===== config.mk =====
export PLATFORM = sky130hd
export DESIGN_NAME = vga_timing_gen
export DESIGN_NICKNAME = d
export VERILOG_FILES = /design/src/rtl/vga_timing_gen.sv
export SDC_FILE = /design/constraint.sdc
export NUM_CORES = 1
export LEC_CHECK = 0
export ABC_CLOCK_PERIOD_IN_PS = 2000
export CAP_MARGIN = 25
export CORE_MARGIN = 1
export CORE_UTILIZATION = 45
export DETAILED_ROUTE_END_ITERATION = 10
export PLACE_DENSITY_LB_ADDON = 0.15
export SLEW_MARGIN = 20
export SYNTH_ARGS = -nofsm -noshare
export SYNTH_HDL_FRONTEND = slang
export SYNTH_SLANG_ARGS = --single-unit

===== constraint.sdc =====
create_clock -name pclk -period 2 [get_ports pclk]
set_input_delay 0.6 -clock pclk [delete_from_list [all_inputs] [get_ports pclk]]
set_output_delay 0.6 -clock pclk [all_outputs]
set_load 0.01 [all_outputs]

===== src/rtl/vga_timing_gen.sv =====
// vga_timing_gen: free-running VGA raster timing source (800x600 @ 60 Hz at
// the default parameters). A pair of 11-bit counters walk the raster, and a
// purely combinational decode of those counters is registered into one
// mutually aligned output bundle (counts, syncs, blanking, frame start).
module vga_timing_gen #(
  parameter int H_ACTIVE  = 800,
  parameter int H_FRONT   = 40,
  parameter int H_SYNC    = 128,
  parameter int H_BACK    = 88,
  parameter int V_ACTIVE  = 600,
  parameter int V_FRONT   = 1,
  parameter int V_SYNC    = 4,
  parameter int V_BACK    = 23,
  parameter bit HSYNC_POL = 1'b1,
  parameter bit VSYNC_POL = 1'b1
) (
  input  logic        pclk,
  input  logic        rst,
  output logic [10:0] hcount,
  output logic        hsync,
  output logic        hblnk,
  output logic [10:0] vcount,
  output logic        vsync,
  output logic        vblnk,
  output logic        frame_start
);

  localparam int H_TOTAL = H_ACTIVE + H_FRONT + H_SYNC + H_BACK;
  localparam int V_TOTAL = V_ACTIVE + V_FRONT + V_SYNC + V_BACK;

  // 12-bit boundaries so a sync window ending exactly at 2048 still compares
  // correctly against the 11-bit counters.
  localparam logic [11:0] H_LAST     = 12'(H_TOTAL - 1);
  localparam logic [11:0] V_LAST     = 12'(V_TOTAL - 1);
  localparam logic [11:0] H_ACT_END  = 12'(H_ACTIVE);
  localparam logic [11:0] V_ACT_END  = 12'(V_ACTIVE);
  localparam logic [11:0] HS_START   = 12'(H_ACTIVE + H_FRONT);
  localparam logic [11:0] HS_END     = 12'(H_ACTIVE + H_FRONT + H_SYNC);
  localparam logic [11:0] VS_START   = 12'(V_ACTIVE + V_FRONT);
  localparam logic [11:0] VS_END     = 12'(V_ACTIVE + V_FRONT + V_SYNC);

  logic [10:0] h_cnt;
  logic [10:0] v_cnt;
  logic [11:0] h_wide;
  logic [11:0] v_wide;
  logic        h_wrap;
  logic        hs_active;
  logic        vs_active;
  logic        hblnk_d;
  logic        vblnk_d;
  logic        fs_d;

  // Decode of the current counter position; the output registers capture it.
  always_comb begin
    h_wide    = {1'b0, h_cnt};
    v_wide    = {1'b0, v_cnt};
    h_wrap    = (h_wide == H_LAST);
    hblnk_d   = (h_wide >= H_ACT_END);
    vblnk_d   = (v_wide >= V_ACT_END);
    hs_active = (h_wide >= HS_START) && (h_wide < HS_END);
    vs_active = (v_wide >= VS_START) && (v_wide < VS_END);
    fs_d      = (h_cnt == 11'd0) && (v_cnt == 11'd0);
  end

  // Raster counters: the column wraps every line and advances the line count.
  always_ff @(posedge pclk) begin
    if (rst) begin
      h_cnt <= 11'd0;
      v_cnt <= 11'd0;
    end else if (h_wrap) begin
      h_cnt <= 11'd0;
      if (v_wide == V_LAST) begin
        v_cnt <= 11'd0;
      end else begin
        v_cnt <= v_cnt + 11'd1;
      end
    end else begin
      h_cnt <= h_cnt + 11'd1;
    end
  end

  // Output bundle, all registered together one cycle behind the counters.
  always_ff @(posedge pclk) begin
    if (rst) begin
      hcount      <= 11'd0;
      vcount      <= 11'd0;
      hblnk       <= 1'b0;
      vblnk       <= 1'b0;
      hsync       <= ~HSYNC_POL;
      vsync       <= ~VSYNC_POL;
      frame_start <= 1'b0;
    end else begin
      hcount      <= h_cnt;
      vcount      <= v_cnt;
      hblnk       <= hblnk_d;
      vblnk       <= vblnk_d;
      hsync       <= hs_active ? HSYNC_POL : ~HSYNC_POL;
      vsync       <= vs_active ? VSYNC_POL : ~VSYNC_POL;
      frame_start <= fs_d;
    end
  end

endmodule


==> flow_metrics.env <==
export IMPL_ant_nets=0
export IMPL_remaining_drc_errors=0
export IMPL_yosysSeqAreaShare_pct=52.5
export IMPL_pwr_share_comb_pct=3.8
export IMPL_area_growth_pct=30.7
export IMPL_p_sw_uw=377
export IMPL_synthCells=199
export IMPL_vdd_drop_max_uv=415
export IMPL_crit_chain="or2_2, or4_4, or4_4, a21oi_1"
export IMPL_power_leakage_uw=0.000909
export IMPL_diodes=0
export IMPL_synth_area_mux_share_pct=0
export IMPL_async_flop_share_pct=0
export IMPL_synthFlopType="dfxtp_1"
export IMPL_grt_pass1_wl_mm=6.44
export IMPL_antenna_found_initial=0
export IMPL_synth_edf_count=0
export IMPL_core_area_mm2=0.00400
export IMPL_die_h_um=66.5
export IMPL_routedWlPerCell_um=13.2
export IMPL_vias=1522
export IMPL_routed_via_density=5.23
export IMPL_fill_cells=357
export IMPL_path_clk_slew_ns=0.09
export IMPL_numPortBuffers=28
export IMPL_p_int_uw=1390
export IMPL_post_cts_setup_buffers=0
export IMPL_place_congestion=0.851
export IMPL_critPathLaunchType="flop"
export IMPL_rr_endpoint="v_cnt[6]"
export IMPL_dp_hpwl_mm=2.63
export IMPL_tns_ns=0
export IMPL_finClkSkew_ns=0.00587
export IMPL_power_density_mw_per_mm2=724
export IMPL_cts_htree_levels=2
export IMPL_cts_sinks=49
export IMPL_synth_area_mm2=0.00187
export IMPL_power_total_uw=1770
export IMPL_rsz0062_at_grt="false"
export IMPL_synthSimpleGateAreaFrac_pct=28.0
export IMPL_cts_tree="done"
export IMPL_synth_top_family_by_area="simple AND/OR/NAND/NOR gates"
export IMPL_synthTopCellsByCount="dfxtp_1 (49), nor2_1 (21), nor2b_1 (18), nand2_1 (13), a21oi_1 (11)"
export IMPL_crit_arrival_ns=2.18
export IMPL_drive_above_1_share_pct=13.3
export IMPL_pwr_share_seq_pct=56.0
export IMPL_initial_core_util_pct=46.7
export IMPL_grt_max_degree=29
export IMPL_yosys_area_share_xor_xnor_pct=5.62
export IMPL_min_to="vcount[8]"
export IMPL_synth_area_leader_cell="dfxtp_1"
export IMPL_ys_ff_latch=49
export IMPL_cap_violations=0
export IMPL_nets=247
export IMPL_grt_pass1_vias=1386
export IMPL_hp_class="flop to flop"
export IMPL_yosysMostFrequentCell="dfxtp_1"
export IMPL_crit_top_cell="or4_4"
export IMPL_cts_buffer_depth=2
export IMPL_synth_nets=206
export IMPL_rr_startpoint="h_cnt[8]"
export IMPL_clock_root_buffer="clkbuf_8"
export IMPL_crit_type="flop to flop"
export IMPL_drv_slew=0
export IMPL_clock_power_share_pct=40.2
export IMPL_status="completed"
export IMPL_boundaryPins=29
export IMPL_switching_share_pct=21.3
export IMPL_period_needed_ns=1.94
export IMPL_worstHoldStart="v_cnt[8]"
export IMPL_yosysUniqueCellTypes=31
export IMPL_die_area_mm2=0.00442
export IMPL_synth_compound_area_share_pct=7.03
export IMPL_reg2reg_depth=4
export IMPL_design_area_mm2=0.00244
export IMPL_worst_slew_pin_slew_ns=0.470
export IMPL_fin_util_pct=61.1
export IMPL_die_x_um=66.5
export IMPL_insertion_delay_ns=0.31
export IMPL_drt_iter0_drc=50
export IMPL_layout_worst_path_cycle_share_pct=97.1
export IMPL_cts_hold_buf=0
export IMPL_grt_ovfl_total=0
export IMPL_setup_viol=0
export IMPL_crit_required_ns=2.24
export IMPL_critPathMaxFanout=6
export IMPL_yosysTopAreaCellShare_pct=52.5
export IMPL_cts_resized_gates=1
export IMPL_hold_viol=0
export IMPL_wl_mm=3.83
export IMPL_track_usage_pct=19.8
export IMPL_fmax_mhz=515
export IMPL_rows=23
export IMPL_synth_area_per_cell_um2=9.39
export IMPL_reg2reg_slack_ns=0.06
export IMPL_cp_end_kind="flop"
export IMPL_dr_pass1_iters=4
export IMPL_cts_made_buffers=5
export IMPL_cp_slowest_stage_delay_ns=0.57
export IMPL_hold_depth=1
export IMPL_slew_headroom_pct=68.2
export IMPL_synthAdderAreaFrac_pct=3.35
export IMPL_synth_area_leaders="dfxtp_1 (52%), nor2b_1 (6.0%), nor2_1 (4.2%)"
export IMPL_crit_slowest_cell="or4_4"
export IMPL_synth_warnings=0
export IMPL_placed_cell_area_mm2=0.00232
[layout by cell type, fill, tap and decap left out, types with 5 or more instances in the layout]
cell type / n
dfxtp_1: 47
clkdlybuf4s50_1: 28
nor2_1: 21
nor2b_1: 18
buf_4: 15
nand2_1: 13
a21oi_1: 11
nor4_1: 7
inv_1: 6
nand3_1: 6
o21ai_0: 6
xnor2_1: 6
xor2_1: 6
or3_1: 5
ha_1: 5
clkbuf_8: 5
[through the flow]
stage / std cells / setup WS (ns) / hold WS [ns]
after floorplan: 199 / 0.0162 / 0.438
after CTS: 291 / 0.0631 / 0.542
final: 291 / 0.0589 / 0.545
after detailed placement: 283 / 0.0171 / 0.529
after global routing: 291 / 0.000426 / 0.564
after global placement: 283 / 0.0794 / 0.516
[state kept, by name, summed over array words and instances, names as in the netlist]
register	cells
h_cnt	11
vcount	11
hsync	1
vblnk	1
hblnk	1
hcount	11
frame_start	1
v_cnt	11
vsync	1
[logic make-up (layout without fill, tap and decap cells)]
family / after synthesis / count (layout)
AOI/OAI and AO/OA: 23 / 23
buffers and inverters: 17 / 59
adders and majority gates: 5 / 5
and+or+nand+nor: 93 / 93
xor gates and xnor gates: 12 / 12
DFF: 49 / 49
[power groups by stage]
| stage | Clock [uW] | Sequential, uW | Combinational (uW) |
|---|---|---|---|
| 2_1_floorplan | 0 | 1020 | 29.5 |
| 3_3_place_gp | 0 | 1010 | 67.9 |
| 3_5_place_dp | 0 | 1010 | 68.9 |
| 4_1_cts | 724 | 990 | 69.5 |
| 5_1_grt | 763 | 991 | 75.8 |
| 6_report | 711 | 990 | 68.0 |
[worst max path at each step]
stage,startpoint,to,slack (ns)
after floorplan,h_cnt[0],v_cnt[6],0.02
after global routing,h_cnt[8],v_cnt[3],0.0004
after global placement,h_cnt[8],v_cnt[7],0.08
after detailed placement,h_cnt[8],v_cnt[3],0.02
after CTS,h_cnt[8],v_cnt[7],0.06
final,h_cnt[8],v_cnt[6],0.06
[critical path, delay by kind of cell (launching register included)]
| family | cells | cell delay (ns) |
|---|---|---|
| flops | 1 | 0.32 |
| compound gates | 1 | 0.14 |
| simple gates | 3 | 1.42 |
[final cells by class]
type                    count  area [um2]  share of cell area (%)
clock inverters             3        46.3                    1.90
repair buffers             45         424                    17.4
well taps                  50        62.6                    2.56
flip-flops and latches     49         983                    40.3
clock buffers               5        68.8                    2.82
inverters                   6        22.5                   0.922
multi-input cells         133         835                    34.2
[metal layers]
| metal | part of all wire, % | wire [um] | global-route usage (%) | up-vias |
|---|---|---|---|---|
| met1 | 46 | 1770 | 23.9 | 705 |
| li1 | - | - | - | 764 |
| met4 | 1.7 | 65 | 7.98 | 0 |
| met3 | 4.9 | 187 | 5.65 | 8 |
| met2 | 47 | 1810 | 32.8 | 45 |
| met5 | 0 | 0 | 0 | - |
(Power assumes the default switching activity.)
